`config.mk`:
```
export PLATFORM = sky130hd
export DESIGN_NAME = ladybird_bus_router
export DESIGN_NICKNAME = d
export VERILOG_FILES = /design/src/rtl/ladybird_bus_router.sv
export SDC_FILE = /design/constraint.sdc
export NUM_CORES = 1
export LEC_CHECK = 0
export ABC_AREA = 1
export CORE_AREA = 2 2 153 155
export DETAILED_ROUTE_END_ITERATION = 8
export DIE_AREA = 0 0 155 157
export GPL_ROUTABILITY_DRIVEN = 1
export PLACE_DENSITY = 0.57
export RECOVER_POWER = 25
export SETUP_SLACK_MARGIN = 0.02
export SYNTH_ARGS = -nofsm -noshare
export SYNTH_HDL_FRONTEND = slang
export SYNTH_SLANG_ARGS = --single-unit
```
`constraint.sdc`:
```
create_clock -name clk -period 3.1 [get_ports clk]
set_clock_uncertainty 0.05 [all_clocks]
set_input_delay 0.31 -clock clk [delete_from_list [all_inputs] [get_ports clk]]
set_output_delay 0.31 -clock clk [all_outputs]
set_load 0.01 [all_outputs]
```
`src/rtl/ladybird_bus_router.sv`:
```
// ladybird_bus_router: routes one bus master to NUM_TARGET slaves by address tag
// and returns responses in request order. Revision 1.0
`default_nettype none

module ladybird_bus_router #(
  parameter int                          XLEN            = 32,
  parameter int                          NUM_TARGET      = 6,
  parameter int                          TAG_MSB         = XLEN - 1,
  parameter int                          TAG_W           = 4,
  parameter logic [NUM_TARGET*TAG_W-1:0] TAG_TABLE       = 24'hEDF089,
  parameter int                          DEFAULT_TARGET  = 2,
  parameter logic [NUM_TARGET-1:0]       ENABLE_MASK     = 6'b111111,
  parameter int                          MAX_OUTSTANDING = 4
) (
  input  logic                               clk,
  input  logic                               reset,
  input  logic                               i_req_valid,
  output logic                               o_req_ready,
  input  logic [XLEN-1:0]                    i_req_addr,
  input  logic                               i_req_we,
  input  logic [XLEN/8-1:0]                  i_req_wstrb,
  input  logic [XLEN-1:0]                    i_req_wdata,
  output logic                               o_resp_valid,
  input  logic                               i_resp_ready,
  output logic [XLEN-1:0]                    o_resp_rdata,
  output logic                               o_resp_err,
  output logic [NUM_TARGET-1:0]              o_tgt_req_valid,
  input  logic [NUM_TARGET-1:0]              i_tgt_req_ready,
  output logic [XLEN-1:0]                    o_tgt_req_addr,
  output logic [XLEN-1:0]                    o_tgt_req_wdata,
  output logic                               o_tgt_req_we,
  output logic [XLEN/8-1:0]                  o_tgt_req_wstrb,
  input  logic [NUM_TARGET-1:0]              i_tgt_resp_valid,
  output logic [NUM_TARGET-1:0]              o_tgt_resp_ready,
  input  logic [NUM_TARGET*XLEN-1:0]         i_tgt_resp_rdata,
  output logic [$clog2(MAX_OUTSTANDING):0]   o_outstanding,
  output logic                               o_idle
);

  localparam int c_id_w  = $clog2(NUM_TARGET + 1);
  localparam int c_ptr_w = $clog2(MAX_OUTSTANDING);
  localparam int c_cnt_w = c_ptr_w + 1;
  localparam logic [c_id_w-1:0] c_err_id = c_id_w'(NUM_TARGET);

  logic [c_id_w-1:0]  r_fifo [MAX_OUTSTANDING];
  logic [c_ptr_w-1:0] r_wptr;
  logic [c_ptr_w-1:0] r_rptr;
  logic [c_cnt_w-1:0] r_count;

  logic [TAG_W-1:0]   w_tag;
  logic [c_id_w-1:0]  w_sel;
  logic               w_hit;
  logic               w_sel_en;
  logic [c_id_w-1:0]  w_id;
  logic               w_full;
  logic               w_empty;
  logic               w_tgt_rdy;
  logic [c_id_w-1:0]  w_head;
  logic               w_push;
  logic               w_pop;

  assign w_tag = i_req_addr[TAG_MSB -: TAG_W];

  // Lowest matching index wins; the hit flag stops later entries overriding it.
  always_comb begin
    w_sel = c_id_w'(DEFAULT_TARGET);
    w_hit = 1'b0;
    for (int i = 0; i < NUM_TARGET; i++) begin
      if (!w_hit && (TAG_TABLE[i*TAG_W +: TAG_W] == w_tag)) begin
        w_sel = c_id_w'(i);
        w_hit = 1'b1;
      end
    end
  end

  always_comb begin
    w_sel_en = 1'b0;
    for (int i = 0; i < NUM_TARGET; i++) begin
      if (w_sel == c_id_w'(i)) w_sel_en = ENABLE_MASK[i];
    end
  end

  assign w_id    = w_sel_en ? w_sel : c_err_id;
  assign w_full  = (r_count == c_cnt_w'(MAX_OUTSTANDING));
  assign w_empty = (r_count == '0);

  always_comb begin
    o_tgt_req_valid = '0;
    w_tgt_rdy       = 1'b0;
    for (int i = 0; i < NUM_TARGET; i++) begin
      if (w_id == c_id_w'(i)) begin
        w_tgt_rdy          = i_tgt_req_ready[i];
        o_tgt_req_valid[i] = i_req_valid & ~w_full & ~reset;
      end
    end
  end

  // Full uses the pre-pop count so resp_ready never reaches req_ready.
  assign o_req_ready = ~reset & ~w_full & ((w_id == c_err_id) | w_tgt_rdy);

  assign o_tgt_req_addr  = i_req_addr;
  assign o_tgt_req_wdata = i_req_wdata;
  assign o_tgt_req_we    = i_req_we;
  assign o_tgt_req_wstrb = i_req_wstrb;

  assign w_head = r_fifo[r_rptr];

  always_comb begin
    o_resp_valid     = 1'b0;
    o_resp_rdata     = '0;
    o_resp_err       = 1'b0;
    o_tgt_resp_ready = '0;
    if (!w_empty) begin
      if (w_head == c_err_id) begin
        o_resp_valid = 1'b1;
        o_resp_err   = 1'b1;
      end else begin
        for (int i = 0; i < NUM_TARGET; i++) begin
          if (w_head == c_id_w'(i)) begin
            o_resp_valid        = i_tgt_resp_valid[i];
            o_resp_rdata        = i_tgt_resp_rdata[i*XLEN +: XLEN];
            o_tgt_resp_ready[i] = i_resp_ready;
          end
        end
      end
    end
  end

  assign w_push = i_req_valid & o_req_ready;
  assign w_pop  = o_resp_valid & i_resp_ready;

  always_ff @(posedge clk) begin
    if (reset) begin
      r_wptr  <= '0;
      r_rptr  <= '0;
      r_count <= '0;
    end else begin
      if (w_push) r_wptr <= r_wptr + c_ptr_w'(1);
      if (w_pop)  r_rptr <= r_rptr + c_ptr_w'(1);
      case ({w_push, w_pop})
        2'b10:   r_count <= r_count + c_cnt_w'(1);
        2'b01:   r_count <= r_count - c_cnt_w'(1);
        default: r_count <= r_count;
      endcase
    end
  end

  // Slot contents are only read while occupied, so they need no reset.
  always_ff @(posedge clk) begin
    if (w_push) r_fifo[r_wptr] <= w_id;
  end

  assign o_outstanding = r_count;
  assign o_idle        = w_empty;

endmodule

`default_nettype wire

```
# Word-level counts from Yosys, hierarchy flattened
# Memory sizes are Yosys's and may differ from the RTL's. A register that Yosys moved wholly into a read port is not among the register bits.
# Cells that the tools add are included.
# op_classes
n_eq_ne	25
n_reduce_logical	16
bitwise	9
mux	61
n_addsub	4
# op_table
cell	n
two-way mux 32 bit	8
two-way mux 1 bit	41
== test 3 bit, second input constant	9
== test 4 bit, first input constant	5
== test 3 x 2 -> 1 bit, second input constant	6
two-way mux 3 bit	5
zero test 3 bit	4
two-way mux 6 bit	2
== test 3 x 1 -> 1 bit, second input constant	3
two-way mux 2 bit	4
bitwise AND 1 bit	6
one-hot mux 3 bit (2 select lines)	1
logical AND 1 bit	5
zero test 1 bit	5
adder 2 x 1 -> 2 bit, second input constant	2
zero test 4 bit	1
adder 3 x 1 -> 3 bit, second input constant	1
subtractor 3 x 1 -> 3 bit, second input constant	1
== test 2 x 1 -> 1 bit, second input constant	1
== test 2 bit, second input constant	1
inverter 1 bit	2
nonzero test 2 bit	1
bitwise OR 1 bit	1
# totals
output_inout_bits	120
in_bits	277
register_bits	7
ram_bits	12
mem_count	1
wordCells	119
# memory_table
name	depth	word_bits	read_ports	rd_clocked_by_memory_dff	write_ports	line_no	source
r_fifo	4	3	1	1	1	45	logic [c_id_w-1:0] r_fifo [MAX_OUTSTANDING];

# Logic depth before layout (Yosys ltp)
# logic_depth
depth_word	37
ltp_mapped	19
depth_no_buf	18

# Worst setup path before layout
# No wires, ideal clock.
# synth_timing
kind	input to register
startpoint	input port i_req_addr[29]
endpoint	register r_count[2], in the netlist o_outstanding[2]
path_stages	17
slack_ps	615
required_ps	2928
path_buffers	0
arrival_time_ps	2313
setup_ps	122
cell_sequence	inv_1 nor2_1 nand2_1 nand3_1 inv_2 nand3_1 nand3_1 a21oi_1 nand3_1 nand2_1 ha_1 inv_1 fa_1 a21oi_1 o21ai_0 o21ai_0 a21oi_1
# synth_via
elab_chain_cells	37
word_cells_on_any_way	60
classes_between	eq/ne: 18; mux: 25; bitwise: 3; reduce/logical: 14
# synth_rtl
item	line_no	source
start, declared	19	input logic [XLEN-1:0] i_req_addr,
== test 4 bit	69	if (!w_hit && (TAG_TABLE[i*TAG_W +: TAG_W] == w_tag)) begin
two-way mux 1 bit	69	
zero test 1 bit	69	
logical AND 1 bit	69	
two-way mux 1 bit	69	
zero test 1 bit	69	
logical AND 1 bit	69	
two-way mux 1 bit	69	
[17 not listed]	--	
named net w_id[1]	54	logic [c_id_w-1:0] w_id;
zero test 3 bit	91	if (w_id == c_id_w'(i)) begin
two-way mux 1 bit (6 in series)	91	
bitwise OR 1 bit *	99	assign o_req_ready = ~reset & ~w_full & ((w_id == c_err_id) | w_tgt_rdy);
bitwise AND 1 bit *	99	
bitwise AND 1 bit *	129	assign w_push = i_req_valid & o_req_ready;
== test 2 x 1 -> 1 bit or == test 2 bit (tied branches)	140	case ({w_push, w_pop})
one-hot mux 3 bit (2 select lines) or nonzero test 2 bit (tied branches)	--	
end signal, assigned	141	2'b10: r_count <= r_count + c_cnt_w'(1);
end signal, assigned	142	2'b01: r_count <= r_count - c_cnt_w'(1);
end signal, assigned	143	default: r_count <= r_count;
end, declared	48	logic [c_cnt_w-1:0] r_count;
# Mark *: on every way through the listed nets, which the timed path passes. The rest lies on a longest branch.
# A chain may end at the register's enable or synchronous reset.

==> results by group <==
Outcome
  • Outcome: finished clean

Worst setup path
  • Worst r2r dst: o_outstanding[2]
  • R2R cell count: 19
  • Critical Path RT: 2.74 ns
  • Crit-path most repeated cell: nand2_1
  • CP Capture Type: output port
  • CP arrival: 2.55 ns
  • Delay-heaviest family, CP: buffers and inverters
  • Critical Path, Cell by Cell: inv_2 -> nand2_1 -> nand3_1 -> nand2_4 -> nor3_2 -> inv_1 -> nand2_1 -> inv_6 -> buf_4 -> o21ai_0 -> a31oi_1 -> clkdlybuf4s50_1
  • Peak per-stage delay on the critical path: 0.60 ns
  • Worst setup path class: reg2out
  • CP max FO: 17
  • Register-to-register setup slack: 0.33 ns
  • Buf+Inv Stages, Crit Path: 5
  • CP startpoint kind: flip-flop
  • Critical path's slowest cell: clkdlybuf4s50_1

Yosys
  • Cell area after synthesis: 3566 sq um
  • Top FF cell, synth: edfxtp_1
  • Yosys Warn Count: 0
  • Count leader, synth: inv_1
  • Share of the synthesized area in the top cell type: 0.1516
  • Synthesis-stage register bit count: 21
  • Syn Inst Count: 533
  • EDFF count, synth: 12
  • Synth Net Count: 816
  • Top cells by area, synth: buf_4 15%, edfxtp_1 10%, o22ai_2 9.5%
  • Sequential fraction of the synthesis area: 0.1516
  • Synth area leader: buf_4
  • Fraction of registers with async set/reset: 0
  • Average size of a mapped cell: 6.690 sq um
  • Post-synth top cells: 87 x inv_1, 74 x nand2_1, 72 x buf_4
  • Distinct cell type count after synthesis: 34

Drt
  • Wire per inst: 17.82 um
  • Top layer in use: met5
  • M1 WL: 7954 um
  • Vias after detailed routing: 4,469
  • Metal2 WL: 8276 um
  • Wire length on met3: 1797 um
  • WL final: 18,320 um
  • Post-route ant nets: 0
  • Via/cell ratio: 4.347
  • DR iter-0 viols: 215
  • Initial DRT Pass Iterations: 4
  • DRC viols: 0

Hold path
  • HP Class: reg2reg
  • Hold Crit Start: o_outstanding[2]
  • Hold path depth: 2
  • Hold Path End: o_outstanding[2]

STA
  • Final setup TNS: 0 ns
  • Worst slew pin tran: 0.4098 ns
  • Max Freq: 343.3 MHz
  • RSZ-0062 raised after global routing: no
  • Final hold slack: 0.4630 ns
  • Slew Limit Headroom: 0.7247
  • Period utilization: 0.9398
  • Hold Vio Cnt, Final: 0
  • Fin crit period: 2.913 ns
  • Worst setup margin: 0.1867 ns
  • Slew Viols, Final: 0
  • Final setup vio count: 0

Clocking
  • CTS Buffer Depth: 2
  • Sink Count: 21
  • Total CTS buffers: 3
  • Hold Buf Count CTS: 0
  • H-tree levels: 1
  • Worst skew pair latency: 0.25 ns
  • Root Driver: clkbuf_16
  • Clock transition at the registers of the reported paths: 0.05 ns
  • CTS tree: yes

Placed design
  • Post-DP HPWL: 14,860 um
  • Placed insts: 1,018
  • Dpl ws: 0.03891 ns
  • Gp weighted congestion: 0.8745
  • Placed cell area: 6151 sq um
  • IO buf count: 266

Pwr
  • Design Power: 1.328 mW
  • Pleak: 2.522 nW
  • PwrDens: 210.4 nW/um^2
  • Maximum vdd drop: 0.1789 mV

Global routing
  • Vias in the first global route: 4,403
  • Total global routing overflow: 0
  • Gr usage total: 0.1357
  • Pin count of the biggest net entering global routing: 24
  • First-pass GRT wire length: 25,650 um
  • Initial antenna violation count: 1

Finish
  • Final core occ: 0.2805
  • Synthesis-to-layout area growth: 77.02%
  • # nets final: 1,026
  • Non-filler cells, final: 1,028
  • Design Area, Final: 6312 sq um
  • Layout cells sized above 1: 0.1267

Floorplanning
  • Core area: 22,500 sq um
  • Row count: 55
  • I/O pin count: 397
  • Die width: 155 um
  • Initial Utilization: 0.1585
  • Die span in y: 157 um
  • Die Area: 24,340 sq um

Flow run
  • Max Cap Viol: 0
==> where the power goes <==
part	internal (mW)	switching [mW]
Combinational	0.425	0.332
Sequential	0.302	0.00600
Clock	0.175	0.0884
==> how the worst max path moves through the flow <==
stage                    from  depth (start not counted)          endpoint  slack [ns]
6_report            flip-flop                         12  o_resp_rdata[26]        0.19
5_1_grt             flip-flop                         12  o_resp_rdata[26]        0.02
4_1_cts             flip-flop                         10  o_resp_rdata[29]        0.08
3_5_place_dp   i_req_addr[31]                         18  o_outstanding[2]        0.04
3_3_place_gp   i_req_addr[31]                         18  o_outstanding[2]        0.09
2_1_floorplan  i_req_addr[29]                         17  o_outstanding[2]        0.61
==> sequential cells by signal, summed over array words and instances (netlist names), named ones only <==
signal and cells:
r_fifo 12, r_wptr 2, o_outstanding 3, r_rptr 2
==> cell type report <==
| class | instances | area, sq um |
|---|---|---|
| Antenna cell | 1 | 2.502 |
| Sequential cell | 21 | 541.8 |
| Clock buffer | 4 | 78.83 |
| Multi-Input combinational cell | 321 | 1997 |
| Timing Repair Buffer | 302 | 2975 |
| Inverter | 94 | 360.3 |
| Tap cell | 285 | 356.6 |
| Fill cell | 2477 | 16190 |
==> logic make-up (layout without fill, tap and decap cells) <==
family,count (synthesis),count (layout),share of synthesized area
AOI/OAI and AO/OA,172,172,0.3347
xor gates and xnor gates,1,1,0.002457
adders and majority gates,6,6,0.02316
buffers and inverters,192,400,0.2951
DFF,21,21,0.1516
other,0,1,0
and+or+nand+nor,141,142,0.1930
==> layout by cell type, fill, tap and decap left out, types with 2 or more instances in the layout <==
cell type	count
a41oi_1	2
inv_2	5
o22ai_2	27
nand3_1	15
clkdlybuf4s50_1	259
nor2_1	24
ha_1	5
nor2_2	3
o22ai_1	3
nand4_1	5
nor3_2	2
buf_4	34
o21ai_0	29
nand3_2	5
edfxtp_1	12
clkbuf_16	3
nor3_1	3
nor4_1	2
buf_12	2
a31oi_1	30
a21oi_1	38
nand2_4	4
o21ai_1	10
inv_1	87
nand2_1	74
nand3_4	2
o211ai_1	32
dfxtp_1	8
dlymetal6s2s_1	7
==> per-layer routing <==
metal	vias to the layer above	track usage
li1	2170	-
met1	2029	0.1740
met2	238	0.2243
met3	30	0.04295
met4	2	0.02734
met5	-	0
==> worst register-to-register path: cells and delay by family, from the launching register on <==
family / cells / cell delay, ns
flops: 1 / 0.35
simple gates: 9 / 0.82
compound gates: 4 / 0.46
fa+ha+maj: 2 / 0.52
buf+inv: 4 / 0.47
==> repair_timing <==
action	in CTS	in global routing
gates resized for setup	1	14
endpoints found under the setup margin	7	34
gates cloned	0	1
buffers inserted	3	1
Note: power is estimated with default switching activity, not from simulation.
